[src/rtl/uart_lite_axi_tx_pkg.sv]
// Shared types and default register map for the UART-Lite AXI4-Lite TX master.
package uart_lite_axi_pkg;

  typedef enum logic [2:0] {
    CTRL       = 3'd0,
    CTRL_RESP  = 3'd1,
    IDLE       = 3'd2,
    POLL_AR    = 3'd3,
    POLL_R     = 3'd4,
    WRITE      = 3'd5,
    WRITE_RESP = 3'd6
  } state_e;

  localparam logic [1:0] AXI_RESP_OKAY = 2'b00;

  localparam int unsigned DEF_CTRL_ADDR  = 'hC;
  localparam int unsigned DEF_TX_ADDR    = 'h4;
  localparam int unsigned DEF_STAT_ADDR  = 'h8;
  localparam logic [7:0]  DEF_CTRL_WORD  = 8'h03;
  localparam int unsigned DEF_TXFULL_BIT = 3;

endpackage

[src/rtl/uart_lite_axi_tx_if.sv]
// AXI4-Lite write/read channels between the TX master and the UART-Lite slave.
interface uart_lite_axi_tx_if #(
  parameter int unsigned ADDR_W = 4
);
  logic [ADDR_W-1:0] awaddr;
  logic              awvalid;
  logic              awready;
  logic [7:0]        wdata;
  logic              wvalid;
  logic              wready;
  logic [1:0]        bresp;
  logic              bvalid;
  logic              bready;
  logic [ADDR_W-1:0] araddr;
  logic              arvalid;
  logic              arready;
  logic [7:0]        rdata;
  logic [1:0]        rresp;
  logic              rvalid;
  logic              rready;

  modport master (
    output awaddr, awvalid, wdata, wvalid, bready, araddr, arvalid, rready,
    input  awready, wready, bresp, bvalid, arready, rdata, rresp, rvalid
  );

  modport slave (
    input  awaddr, awvalid, wdata, wvalid, bready, araddr, arvalid, rready,
    output awready, wready, bresp, bvalid, arready, rdata, rresp, rvalid
  );
endinterface

[src/rtl/uart_lite_axi_tx_fifo.sv]
// Synchronous byte FIFO with registered occupancy; DEPTH must be a power of two.
module sync_byte_fifo #(
  parameter int unsigned DEPTH = 16,
  parameter int unsigned WIDTH = 8
) (
  input  logic                     clk,
  input  logic                     rst,
  input  logic                     push,
  input  logic [WIDTH-1:0]         din,
  input  logic                     pop,
  output logic [WIDTH-1:0]         head,
  output logic                     full,
  output logic                     empty,
  output logic [$clog2(DEPTH):0]   count
);
  localparam int unsigned PtrW = $clog2(DEPTH);

  logic [WIDTH-1:0] mem [DEPTH];
  logic [PtrW-1:0]  wr_ptr_q, rd_ptr_q;
  logic [PtrW:0]    count_q;
  logic             do_push, do_pop;

  assign full    = (count_q == (PtrW+1)'(DEPTH));
  assign empty   = (count_q == '0);
  assign count   = count_q;
  assign head    = mem[rd_ptr_q];
  assign do_push = push && !full;
  assign do_pop  = pop && !empty;

  // Pointers wrap naturally because DEPTH is a power of two.
  always_ff @(posedge clk or posedge rst) begin
    if (rst) begin
      wr_ptr_q <= '0;
      rd_ptr_q <= '0;
      count_q  <= '0;
    end else begin
      if (do_push) wr_ptr_q <= wr_ptr_q + 1'b1;
      if (do_pop)  rd_ptr_q <= rd_ptr_q + 1'b1;
      case ({do_push, do_pop})
        2'b10:   count_q <= count_q + 1'b1;
        2'b01:   count_q <= count_q - 1'b1;
        default: count_q <= count_q;
      endcase
    end
  end

  always_ff @(posedge clk) begin
    if (do_push) mem[wr_ptr_q] <= din;
  end
endmodule

[src/rtl/uart_lite_axi_tx.sv]
// AXI4-Lite master draining a byte FIFO into a UART-Lite TX register.
// Optional TX-full status polling before each write: define UART_TX_STAT_POLL_EN.
module uart_lite_axi_tx
  import uart_lite_axi_pkg::*;
#(
  parameter int unsigned ADDR_W     = 4,
  parameter int unsigned FIFO_DEPTH = 16,
  parameter int unsigned MAX_RETRY  = 3,
  parameter int unsigned CTRL_ADDR  = DEF_CTRL_ADDR,
  parameter int unsigned TX_ADDR    = DEF_TX_ADDR,
  parameter int unsigned STAT_ADDR  = DEF_STAT_ADDR,
  parameter logic [7:0]  CTRL_WORD  = DEF_CTRL_WORD,
  parameter int unsigned TXFULL_BIT = DEF_TXFULL_BIT
) (
  input  logic                          clk,
  input  logic                          rst,
  input  logic [7:0]                    s_data,
  input  logic                          s_valid,
  output logic                          s_ready,
  output logic [$clog2(FIFO_DEPTH):0]   level,
  output logic                          err,
  uart_lite_axi_tx_if.master            bus
);
  localparam logic [3:0] MaxRetry = 4'(MAX_RETRY);

  state_e     state_q, state_d;
  logic       aw_done_q, aw_done_d;
  logic       w_done_q, w_done_d;
  logic [3:0] retry_q, retry_d;
  logic       err_q, err_d;
  logic       fifo_pop, fifo_full, fifo_empty;
  logic [7:0] fifo_head;
  logic       aw_hs, w_hs;

  assign s_ready = !fifo_full;
  assign err     = err_q;

  sync_byte_fifo #(
    .DEPTH (FIFO_DEPTH),
    .WIDTH (8)
  ) u_fifo (
    .clk   (clk),
    .rst   (rst),
    .push  (s_valid && s_ready),
    .din   (s_data),
    .pop   (fifo_pop),
    .head  (fifo_head),
    .full  (fifo_full),
    .empty (fifo_empty),
    .count (level)
  );

  // Bus outputs depend only on registered state, never on an incoming ready.
  always_comb begin
    bus.awaddr  = '0;
    bus.awvalid = 1'b0;
    bus.wdata   = '0;
    bus.wvalid  = 1'b0;
    bus.bready  = 1'b0;
    bus.araddr  = '0;
    bus.arvalid = 1'b0;
    bus.rready  = 1'b0;
    case (state_q)
      CTRL: begin
        bus.awaddr  = ADDR_W'(CTRL_ADDR);
        bus.awvalid = !aw_done_q;
        bus.wdata   = CTRL_WORD;
        bus.wvalid  = !w_done_q;
      end
      WRITE: begin
        bus.awaddr  = ADDR_W'(TX_ADDR);
        bus.awvalid = !aw_done_q;
        bus.wdata   = fifo_head;
        bus.wvalid  = !w_done_q;
      end
      CTRL_RESP, WRITE_RESP: bus.bready = 1'b1;
`ifdef UART_TX_STAT_POLL_EN
      POLL_AR: begin
        bus.araddr  = ADDR_W'(STAT_ADDR);
        bus.arvalid = 1'b1;
      end
      POLL_R: bus.rready = 1'b1;
`endif
      default: ;
    endcase
  end

  assign aw_hs = bus.awvalid && bus.awready;
  assign w_hs  = bus.wvalid && bus.wready;

  always_comb begin
    state_d   = state_q;
    aw_done_d = aw_done_q;
    w_done_d  = w_done_q;
    retry_d   = retry_q;
    err_d     = err_q;
    fifo_pop  = 1'b0;
    case (state_q)
      CTRL, WRITE: begin
        aw_done_d = aw_done_q | aw_hs;
        w_done_d  = w_done_q | w_hs;
        if (aw_done_d && w_done_d) begin
          state_d   = (state_q == CTRL) ? CTRL_RESP : WRITE_RESP;
          aw_done_d = 1'b0;
          w_done_d  = 1'b0;
        end
      end
      CTRL_RESP, WRITE_RESP: begin
        if (bus.bvalid) begin
          if (bus.bresp == AXI_RESP_OKAY) begin
            fifo_pop = (state_q == WRITE_RESP);
            state_d  = IDLE;
            retry_d  = '0;
          end else if (retry_q < MaxRetry) begin
            retry_d = retry_q + 4'd1;
            state_d = (state_q == CTRL_RESP) ? CTRL : WRITE;
          end else begin
            // Retries exhausted: drop the byte and flag it.
            err_d    = 1'b1;
            fifo_pop = (state_q == WRITE_RESP);
            state_d  = IDLE;
            retry_d  = '0;
          end
        end
      end
      IDLE: begin
        if (!fifo_empty) begin
`ifdef UART_TX_STAT_POLL_EN
          state_d = POLL_AR;
`else
          state_d = WRITE;
`endif
        end
      end
`ifdef UART_TX_STAT_POLL_EN
      POLL_AR: begin
        if (bus.arready) state_d = POLL_R;
      end
      POLL_R: begin
        if (bus.rvalid) begin
          if (bus.rresp == AXI_RESP_OKAY && !bus.rdata[TXFULL_BIT]) state_d = WRITE;
          else                                                       state_d = POLL_AR;
        end
      end
`endif
      default: state_d = CTRL;
    endcase
  end

`ifndef UART_TX_STAT_POLL_EN
  logic unused_rd;
  assign unused_rd = ^{bus.arready, bus.rvalid, bus.rresp, bus.rdata,
                       ADDR_W'(STAT_ADDR), 8'(TXFULL_BIT)};
`endif

  always_ff @(posedge clk or posedge rst) begin
    if (rst) begin
      state_q   <= CTRL;
      aw_done_q <= 1'b0;
      w_done_q  <= 1'b0;
      retry_q   <= '0;
      err_q     <= 1'b0;
    end else begin
      state_q   <= state_d;
      aw_done_q <= aw_done_d;
      w_done_q  <= w_done_d;
      retry_q   <= retry_d;
      err_q     <= err_d;
    end
  end
endmodule

[src/flat_wrapper.sv]
// flat-port wrapper written by rule: the top's interface ports become plain ports
module uart_lite_axi_tx_flat import uart_lite_axi_pkg::*;
#(
  parameter int unsigned ADDR_W     = 4,
  parameter int unsigned FIFO_DEPTH = 16,
  parameter int unsigned MAX_RETRY  = 3,
  parameter int unsigned CTRL_ADDR  = DEF_CTRL_ADDR,
  parameter int unsigned TX_ADDR    = DEF_TX_ADDR,
  parameter int unsigned STAT_ADDR  = DEF_STAT_ADDR,
  parameter logic [7:0]  CTRL_WORD  = DEF_CTRL_WORD,
  parameter int unsigned TXFULL_BIT = DEF_TXFULL_BIT
)
  (clk, rst, s_data, s_valid, s_ready, level, err, bus_awaddr, bus_awvalid, bus_wdata, bus_wvalid, bus_bready, bus_araddr, bus_arvalid, bus_rready, bus_awready, bus_wready, bus_bresp, bus_bvalid, bus_arready, bus_rdata, bus_rresp, bus_rvalid);
  uart_lite_axi_tx_if #(.ADDR_W(ADDR_W)) bus_i ();
  input  logic clk;
  input  logic rst;
  input  logic [7:0] s_data;
  input  logic s_valid;
  output logic s_ready;
  output logic [$clog2(FIFO_DEPTH):0] level;
  output logic err;
  output wire logic [$bits(bus_i.awaddr)-1:0] bus_awaddr;
  output wire logic [$bits(bus_i.awvalid)-1:0] bus_awvalid;
  output wire logic [$bits(bus_i.wdata)-1:0] bus_wdata;
  output wire logic [$bits(bus_i.wvalid)-1:0] bus_wvalid;
  output wire logic [$bits(bus_i.bready)-1:0] bus_bready;
  output wire logic [$bits(bus_i.araddr)-1:0] bus_araddr;
  output wire logic [$bits(bus_i.arvalid)-1:0] bus_arvalid;
  output wire logic [$bits(bus_i.rready)-1:0] bus_rready;
  input wire logic [$bits(bus_i.awready)-1:0] bus_awready;
  input wire logic [$bits(bus_i.wready)-1:0] bus_wready;
  input wire logic [$bits(bus_i.bresp)-1:0] bus_bresp;
  input wire logic [$bits(bus_i.bvalid)-1:0] bus_bvalid;
  input wire logic [$bits(bus_i.arready)-1:0] bus_arready;
  input wire logic [$bits(bus_i.rdata)-1:0] bus_rdata;
  input wire logic [$bits(bus_i.rresp)-1:0] bus_rresp;
  input wire logic [$bits(bus_i.rvalid)-1:0] bus_rvalid;
  assign bus_awaddr = bus_i.awaddr;
  assign bus_awvalid = bus_i.awvalid;
  assign bus_wdata = bus_i.wdata;
  assign bus_wvalid = bus_i.wvalid;
  assign bus_bready = bus_i.bready;
  assign bus_araddr = bus_i.araddr;
  assign bus_arvalid = bus_i.arvalid;
  assign bus_rready = bus_i.rready;
  assign bus_i.awready = bus_awready;
  assign bus_i.wready = bus_wready;
  assign bus_i.bresp = bus_bresp;
  assign bus_i.bvalid = bus_bvalid;
  assign bus_i.arready = bus_arready;
  assign bus_i.rdata = bus_rdata;
  assign bus_i.rresp = bus_rresp;
  assign bus_i.rvalid = bus_rvalid;
  uart_lite_axi_tx #(.ADDR_W(ADDR_W), .FIFO_DEPTH(FIFO_DEPTH), .MAX_RETRY(MAX_RETRY), .CTRL_ADDR(CTRL_ADDR), .TX_ADDR(TX_ADDR), .STAT_ADDR(STAT_ADDR), .CTRL_WORD(CTRL_WORD), .TXFULL_BIT(TXFULL_BIT)) u_core (.clk(clk), .rst(rst), .s_data(s_data), .s_valid(s_valid), .s_ready(s_ready), .level(level), .err(err), .bus(bus_i));
endmodule
[config.mk]
export PLATFORM = sky130hd
export DESIGN_NAME = uart_lite_axi_tx_flat
export DESIGN_NICKNAME = d
export VERILOG_FILES = /design/src/rtl/uart_lite_axi_tx_pkg.sv /design/src/rtl/uart_lite_axi_tx_if.sv /design/src/rtl/uart_lite_axi_tx_fifo.sv /design/src/rtl/uart_lite_axi_tx.sv /design/src/flat_wrapper.sv
export SDC_FILE = /design/constraint.sdc
export NUM_CORES = 1
export LEC_CHECK = 0
export BUFFER_PORTS_ARGS = -buffer_cell sky130_fd_sc_hd__buf_2
export CAP_MARGIN = 15
export CORE_MARGIN = 5
export CORE_UTILIZATION = 60
export CTS_BUF_LIST = sky130_fd_sc_hd__clkbuf_16
export CTS_CLUSTER_DIAMETER = 60
export DETAILED_ROUTE_END_ITERATION = 12
export PLACE_DENSITY_LB_ADDON = 0.15
export SYNTH_ARGS = -nofsm -noshare
export SYNTH_HDL_FRONTEND = slang
export SYNTH_HIERARCHICAL = 1
export SYNTH_SLANG_ARGS = --single-unit
[constraint.sdc]
create_clock -name clk -period 4.65 [get_ports clk]
set_input_delay 0.93 -clock clk [delete_from_list [all_inputs] [get_ports clk]]
set_output_delay 0.93 -clock clk [all_outputs]
set_load 0.1 [all_outputs]
After elaboration in Yosys (flattened, before gate mapping)
Memory sizes are Yosys's and may differ from the RTL's.
Index checks and enable logic that the tools add are counted.
W data, S select, Z words.

storage, ports and cells
  register bits after elaboration = 23
  memory bits (writable) = 128
  input bits = 28
  output and inout port bits = 28
  logic and storage cells = 72
  memories = 1

memory list
  name               depth  width  rd ports  clocked after memory_dff  write ports  RTL line                     RTL
  u_core.u_fifo.mem  16     8      1         0                         1            uart_lite_axi_tx_fifo.sv:18  logic [WIDTH-1:0] mem [DEPTH];

operators by class
  $add $sub $neg = 5
  $lt $le $gt $ge = 1
  equal/unequal tests = 10
  mux-type cells = 24
  bitwise logic cells = 4
  reductions and logical operators = 19

operators by type and width
  operator               number
  $mux W3                7
  $pmux W8 S2            1
  $add A4 B1 Y4 const B  3
  $mux W1                11
  $pmux W5 S2            1
  $pmux W3 S3            1
  $mux W4                2
  $pmux W4 S2            1
  $eq A3 B3 Y1 const B   2
  $logic_and A1 B1 Y1    6
  $add A5 B1 Y5 const B  1
  $eq A5 B5 Y1 const B   1
  $logic_not A5 Y1       1
  $sub A5 B1 Y5 const B  1
  $logic_not A1 Y1       4
  $lt A4 B2 Y1 const B   1
  $ne A2 B2 Y1 const B   2
  $reduce_and A4 Y1      1
  $reduce_or A2 Y1       2
  $eq A3 B1 Y1 const B   1
  $eq A3 B2 Y1 const B   1
  $logic_not A3 Y1       1
  $reduce_and A3 Y1      1
  $eq A2 B1 Y1 const B   1
  other kinds (7)        9

Depth between registers and ports, before layout
Gate-level depths: netlist (run 1).

  depth in word-level cells = 8
  depth in mapped cells = 15
  mapped depth without buffers = 14

Modules after synthesis
Netlist (run 1), hierarchy kept.

modules (own cells, without submodules)
  module            instances  cells an instance  area each (um^2)  sequential area each (um^2)
  sync_byte_fifo    1          333                5796.8            4169.0
  uart_lite_axi_tx  1          85                 733.2             250.2

Least setup slack after synthesis (run 1)
OpenSTA, ideal clock, no wires.

  path type = reg-to-output
  start = reg u_core.state_q[1]
  end = out bus_wdata[0]
  arrival = 4019 ps
  data required time = 3720 ps
  setup slack = -299 ps
  cell stages (with the launch flop) = 4
  buffers on the path = 0
  cell sequence = dfrtp_1 nor3_1 nor2_1 nor2_1

on the way
  cells in the longest elaborated chain, start to end = 2
  elaborated cells between the ends (all ways) = 3
  classes of those cells = eq/ne: 1; mux: 1; reduce/logical: 1

ends and longest elaborated chain
  what                                                     RTL line                 RTL
  start: declaration                                       uart_lite_axi_tx.sv:26   state_e state_q, state_d;
  start signal: assignment                                 uart_lite_axi_tx.sv:164  state_q <= state_d;
  $eq A3 B3 Y1 / $logic_not A3 Y1 (equally long branches)  uart_lite_axi_tx.sv:63   case (state_q)
  $pmux W8 S2 *                                            uart_lite_axi_tx.sv:63
  end: declaration                                         flat_wrapper.sv:24       output wire logic [$bits(bus_i.wdata)-1:0] bus_wdata;

Mark *: on every way between the ends. The rest lies on a longest branch, timed or not.

Final worst setup path (run 1)
  start = reg u_core.u_fifo.rd_ptr_q[1]
  end = out bus_wdata[1]

on the way
  cells in the longest elaborated chain, start to end = 2

ends and longest elaborated chain
  what                      RTL line                     RTL
  start: declaration        uart_lite_axi_tx_fifo.sv:19  logic [PtrW-1:0] wr_ptr_q, rd_ptr_q;
  start signal: assignment  uart_lite_axi_tx_fifo.sv:38  if (do_pop) rd_ptr_q <= rd_ptr_q + 1'b1;
  $mem_v2 Z16 W8            n/a
  via u_core.fifo_head[1]   uart_lite_axi_tx.sv:32       logic [7:0] fifo_head;
  $pmux W8 S2               uart_lite_axi_tx.sv:63

The timed path passes the listed nets, and every way through them passes these cells.

==> flow_summary.yaml, run 1 <==
final_layout:
  antenna_cells: 0
  fin_cells: 606
  drive_above_1_share: 0.227
  fill_cells: 768
  area_delta_synth_final_pct: 11.8
  multi_input_area_mm2: 0.00186
  ff_latch_area_mm2: 0.00442
  nets: 492
logic_synthesis:
  synth_area_leaders: "edfxtp_1 (59%), dfrtp_1 (8.8%), mux4_2 (5.5%)"
  ys_seq_area_frac: 0.677
  synth_seq_cells: 151
  synthCells: 418
  netlist_area_mm2: 0.00653
  yosysTopAreaCellShare: 0.589
  synth_top_area_cell: "edfxtp_1"
  ys_types: 54
  yosysWarnings: 6
  syn_avg_cell_area_um2: 15.6
sta:
  slew_headroom: 0.221
  setup_tns_ns: 0
  rsz0062_at_grt: "false"
  finalSetupViolations: 0
  skew_ns: 0.00520
  finalMaxSlewViolations: 0
  finalCriticalPeriod_ns: 3.83
  fmax_mhz: 261
  period_share: 0.824
  final_hold_viol_count: 0
  worst-slew-pin-transition_ns: 1.16
placement:
  dp.cells: 572
  place.gp.congestion: 0.788
  dp_hpwl_mm: 7.92
  port_buffers: 35
global_route:
  grt_max_degree: 34
  grt_pass1_vias: 3538
  overflow: 0
  grt_use_total: 0.192
  antenna_found_initial: 0
  grt_pass1_wl_mm: 18.6
route:
  wl_per_cell_um: 19.2
  drt-pass1-iter-count: 5
  drc_errors: 0
  via_per_inst: 5.89
  ant_nets: 0
  drtIter0Drc: 246
  drt_wl_total_mm: 11.6
  vias: 3570
clock_tree:
  path_clk_slew_ns: 0.06
  ctsResizeCount: 0
  insertion_delay_ns: 0.41
  cts_buffers: 17
  hold_buffers: 0
  cts_tree: "done"
  cts.sinks: 151
  cts_root_buffer: "clkbuf_16"
  postCtsSetupBuffers: 0
  cts_htree_levels: 4
  cts_buffer_depth: 2
power:
  power.density_mw_per_mm2: 593
  power_mw: 4.33
  leakage_nw: 2.64
  vdd_drop_max_v: 0.000671
floorplanning:
  core_area_mm2: 0.0107
  initial_utilization: 0.608
  rows: 38
  die_area_mm2: 0.0131
  die_w_um: 114
  die_h_um: 114
  pin_count: 56
setup_path:
  crit_type: "flop to primary output"
  endpoint_kind: "primary output"
  reg2reg_depth: 11
  r2r-end: "u_core/u_fifo/count[4]"
  critPathLaunchType: "flop"
  regToRegStartpoint: "u_core/state_q[2]"
  r2r_slack_ns: 1.32
  critPathMaxFanout: 21
  worst_ep_required_time_ns: 3.72
  arrival_ns: 2.90
hold_path:
  worstHoldStart: "u_core/err"
  min-delay-path-class: "flop to flop"
  holdPathStages: 2
  whs_endpoint: "u_core/err"
run_status:
  status: "finished clean"
run:
  max_cap_violations: 0
==> sequential cells by signal, summed over array words and instances, names as in the netlist <==
register	count
u_core/w_done_q	1
u_core/u_fifo/mem	128
u_core/err	1
u_core/u_fifo/rd_ptr_q	4
u_core/u_fifo/count	5
u_core/state_q	3
u_core/u_fifo/wr_ptr_q	4
u_core/retry_q	4
u_core/aw_done_q	1
==> cells in the final DEF (no fill, tap or decap), drive strengths merged, types with 9 or more instances in the layout <==
cell,netlist,final
ha,10,10
edfxtp,128,128
mux2i,25,25
mux2,11,11
buf,24,37
nor3,9,9
a21oi,14,14
nand2,20,20
inv,15,16
nor2,19,19
o21ai,23,23
a22oi,9,9
dfrtp,23,23
clkbuf,6,19
mux4,16,16
==> logic make-up (layout without fill, tap and decap cells) <==
group / after synthesis / in the layout / synth area share
adder cells (fa/ha/maj): 11 / 11 / 0.0222
buffers and inverters: 45 / 86 / 0.0425
flip-flops: 151 / 151 / 0.677
multiplexers: 52 / 52 / 0.113
XOR/XNOR: 11 / 11 / 0.0148
AND/OR/NAND/NOR: 82 / 82 / 0.0663
other: 1 / 8 / 0.000574
AO/OA/AOI/OAI: 65 / 65 / 0.0638
==> how the worst max path moves through the flow <==
| stage | start | to | slack, ns | depth (start not counted) |
|---|---|---|---|---|
| final | u_core/u_fifo/rd_ptr_q[1] | bus_wdata[1] | 0.82 | 8 |
| after global routing | u_core/u_fifo/rd_ptr_q[0] | bus_wdata[1] | 0.57 | 9 |
| after CTS | u_core/u_fifo/rd_ptr_q[0] | bus_wdata[6] | 0.77 | 8 |
| after detailed placement | bus_bresp[1] | u_core/u_fifo/count[4] | 0.91 | 12 |
| after global placement | bus_bresp[1] | u_core/u_fifo/count[4] | 0.95 | 12 |
| after floorplan | u_core/state_q[2] | bus_wdata[0] | 0.63 | 3 |
==> cells in the mapped netlist (all sizes together) <==
master	instances
a21o	1
a21oi	14
a221o	1
a221oi	8
a22oi	9
a2bb2oi	1
a31oi	2
and2	4
and2b	2
and3	6
and3b	1
buf	24
clkbuf	6
conb	1
dfrtp	23
edfxtp	128
fa	1
ha	10
inv	15
mux2	11
mux2i	25
mux4	16
nand2	20
nand2b	4
nand3	2
nand4	1
nand4b	1
nor2	19
nor2b	5
nor3	9
nor3b	2
nor4	1
o211a	1
o211ai	1
o21ai	23
o221a	1
o221ai	1
o22ai	1
o31ai	1
or2	3
or3	1
or3b	1
xnor2	8
xor2	3
==> worst max-delay path: stages, from the launching register on <==
cell      delay (ns)
dfrtp_1         0.93
nor2b_1         0.11
buf_4           0.25
a221oi_1        0.35
a22oi_1         0.15
nand2_1         0.12
nor2_1          0.06
nor2_1          0.08
buf_2           0.43
==> cell type report <==
type                            instances  area share
Clock buffer                           17      0.0583
Clock inverter                         15      0.0190
Inverter                               15     0.00771
Multi-Input combinational cell        229       0.255
Sequential cell                       151       0.606
Tap cell                              140      0.0240
Timing Repair Buffer                   39      0.0298
==> through the flow <==
stage	area, µm²	utilization	hold slack, ns	worst slack [ns]
2_1_floorplan	6560	-	0.468	0.634
3_3_place_gp	6720	0.625	0.444	0.949
3_5_place_dp	6720	0.625	0.461	0.906
4_1_cts	7280	0.678	0.475	0.767
5_1_grt	7300	0.679	0.492	0.572
6_report	7300	0.679	0.471	0.819
==> layer usage <==
| metal | vias up | share of wire | GRT usage |
|---|---|---|---|
| met3 | 18 | 0.053 | 0.0481 |
| met4 | 0 | 0.024 | 0.0887 |
| met5 | - | 0 | 0 |
| met1 | 1802 | 0.45 | 0.259 |
| li1 | 1646 | - | - |
| met2 | 104 | 0.48 | 0.298 |
==> power breakdown <==
part	switching [mW]	internal, mW	total (mW)
clock	0.510	0.779	1.29
combinational	0.922	0.319	1.24
sequential	0.142	1.65	1.80
total	1.57	2.75	4.33
No activity file was read; power rests on OpenSTA's default activity.
==> run 2, diff against run 1 <==
- CORE_UTILIZATION: 60 -> 59
- clock period: 4.65 -> 3.6 ns (I/O delays scaled with it)
==> flow_summary.yaml, run 2 (synthesized netlist as in run 1, its figures left out) <==
global_route:
  use_met2: 0.337
  grtUsageMet3: 0.0716
  overflow: 0
  grt_max_degree: 52
  grt_pass1_vias: 3715
  gr-usage-met1: 0.288
  grt_use_total: 0.216
  grt_pass1_wl_mm: 20.6
  antenna_found_initial: 0
  grt_busiest_layer: "met2"
sta:
  fmax_mhz: 297
  slew_headroom: 0.420
  worst-slew-pin-transition_ns: 0.866
  setup_tns_ns: 0
  finalSetupViolations: 0
  finalCriticalPeriod_ns: 3.37
  period_share: 0.937
  final_hold_viol_count: 0
  finalMaxSlewViolations: 0
  rsz0062_at_grt: "false"
  skew_ns: 0.00573
final_layout:
  nets: 497
  largest_register_ffs: 128
  drive_above_1_share: 0.238
  regMostFlops: "u_core/u_fifo/mem"
  final_area_mm2: 0.00731
  final_cell_mix: "edfxtp_1 (128), buf_2 (35), mux2i_1 (25)"
  final_core_util: 0.675
  antenna_cells: 0
  fill_cells: 744
  area_delta_synth_final_pct: 12.0
  final_common_cell: "edfxtp_1"
power:
  leakage_nw: 2.66
  power.density_mw_per_mm2: 763
  vdd_drop_max_v: 0.000849
route:
  ant_nets: 0
  drtIter0Drc: 358
  drc_errors: 0
  wl_per_cell_um: 21.6
  drt-pass1-iter-count: 5
  vias: 3636
  drt_wl_total_mm: 13.2
  via_per_inst: 5.96
floorplanning:
  core_area_mm2: 0.0108
  die_h_um: 115
  rows: 38
  die_area_mm2: 0.0133
  pin_count: 56
  initial_utilization: 0.602
  die_w_um: 115
clock_tree:
  cts_buffer_depth: 2
  path_clk_slew_ns: 0.06
  ctsResizeCount: 0
  cts_tree: "done"
  cts_htree_levels: 4
  insertion_delay_ns: 0.41
  cts_root_buffer: "clkbuf_16"
  cts.sinks: 151
  postCtsSetupBuffers: 0
  hold_buffers: 0
  cts_buffers: 17
setup_path:
  worst_ep_required_time_ns: 2.88
  crit_chain: "nor2b_1 -> buf_4 -> a221oi_1 -> o21ai_0 -> nand2_1 -> and3_1 -> buf_2"
  endpoint_kind: "primary output"
  critical_path.max_stage_delay_ns: 0.53
  crit_family: "buffers and inverters"
  path_buf_inv: 2
  arrival_ns: 2.65
  cpMaxStageDelayCell: "dfrtp_1"
  crit_type: "flop to primary output"
  critPathMaxFanout: 16
  critPathLaunchType: "flop"
run:
  max_cap_violations: 0
run_status:
  status: "finished clean"
placement:
  port_buffers: 35
  placed_area_mm2: 0.00678
  dp_hpwl_mm: 8.24
  place.gp.congestion: 0.774
hold_path:
  min-delay-path-class: "input port to asynchronous set/reset pin"
run 2: changes by cell type in the layout (fill, tap and decap cells not counted), sizes merged:
| cell | previous run | this run |
|---|---|---|
| inv | 16 | 19 |
| bufinv | 2 | 1 |
| clkbuf | 19 | 17 |
| buf | 37 | 44 |
| clkinv | 8 | 5 |
run 2: power by group:
part           leakage (nW)  switching, mW  internal [mW]
clock                 0.261          0.677          0.938
sequential             1.44          0.161           2.14
combinational         0.953           1.25          0.422
run 2: per-layer routing:
metal  wire length (µm)  share of wire
met2               6390           0.48
met1               5610           0.43
met3                962          0.073
met5                  0              0
met4                217          0.016
run 2: path summary, 6_finish.rpt:
kind                            cells after the start  slack [ns]                      start                         to
worst max register to register                     11        0.53          u_core/retry_q[0]     u_core/u_fifo/count[4]
worst min-delay path                                2        0.29                        rst                 u_core/err
max in group asynchronous                           2        2.84                        rst  u_core/u_fifo/rd_ptr_q[0]
min in group clk                                    2        0.46                 u_core/err                 u_core/err
worst min register to register                      2        0.46                 u_core/err                 u_core/err
worst max-delay path                                7        0.23  u_core/u_fifo/rd_ptr_q[2]               bus_wdata[7]
run 2: cell type report:
| class | instances | area (µm²) | share of cell area |
|---|---|---|---|
| clock buffer | 17 | 425 | 0.0582 |
| clock inverter | 14 | 113 | 0.0154 |
| inverter | 15 | 56.3 | 0.00770 |
| multi-input combinational | 229 | 1870 | 0.256 |
| sequential | 151 | 4420 | 0.604 |
| tap | 140 | 175 | 0.0239 |
| timing repair buffer | 44 | 255 | 0.0349 |
run 2: metrics by stage:
stage	total power [mW]	cells	setup slack, ns	hold WS [ns]
after global routing	5.81	610	0.0897	0.319
final	5.58	610	0.228	0.288
after detailed placement	4.00	579	0.561	0.449
after floorplan	3.70	425	0.209	0.468
after CTS	5.61	610	0.231	0.283
after global placement	3.95	579	0.589	0.444
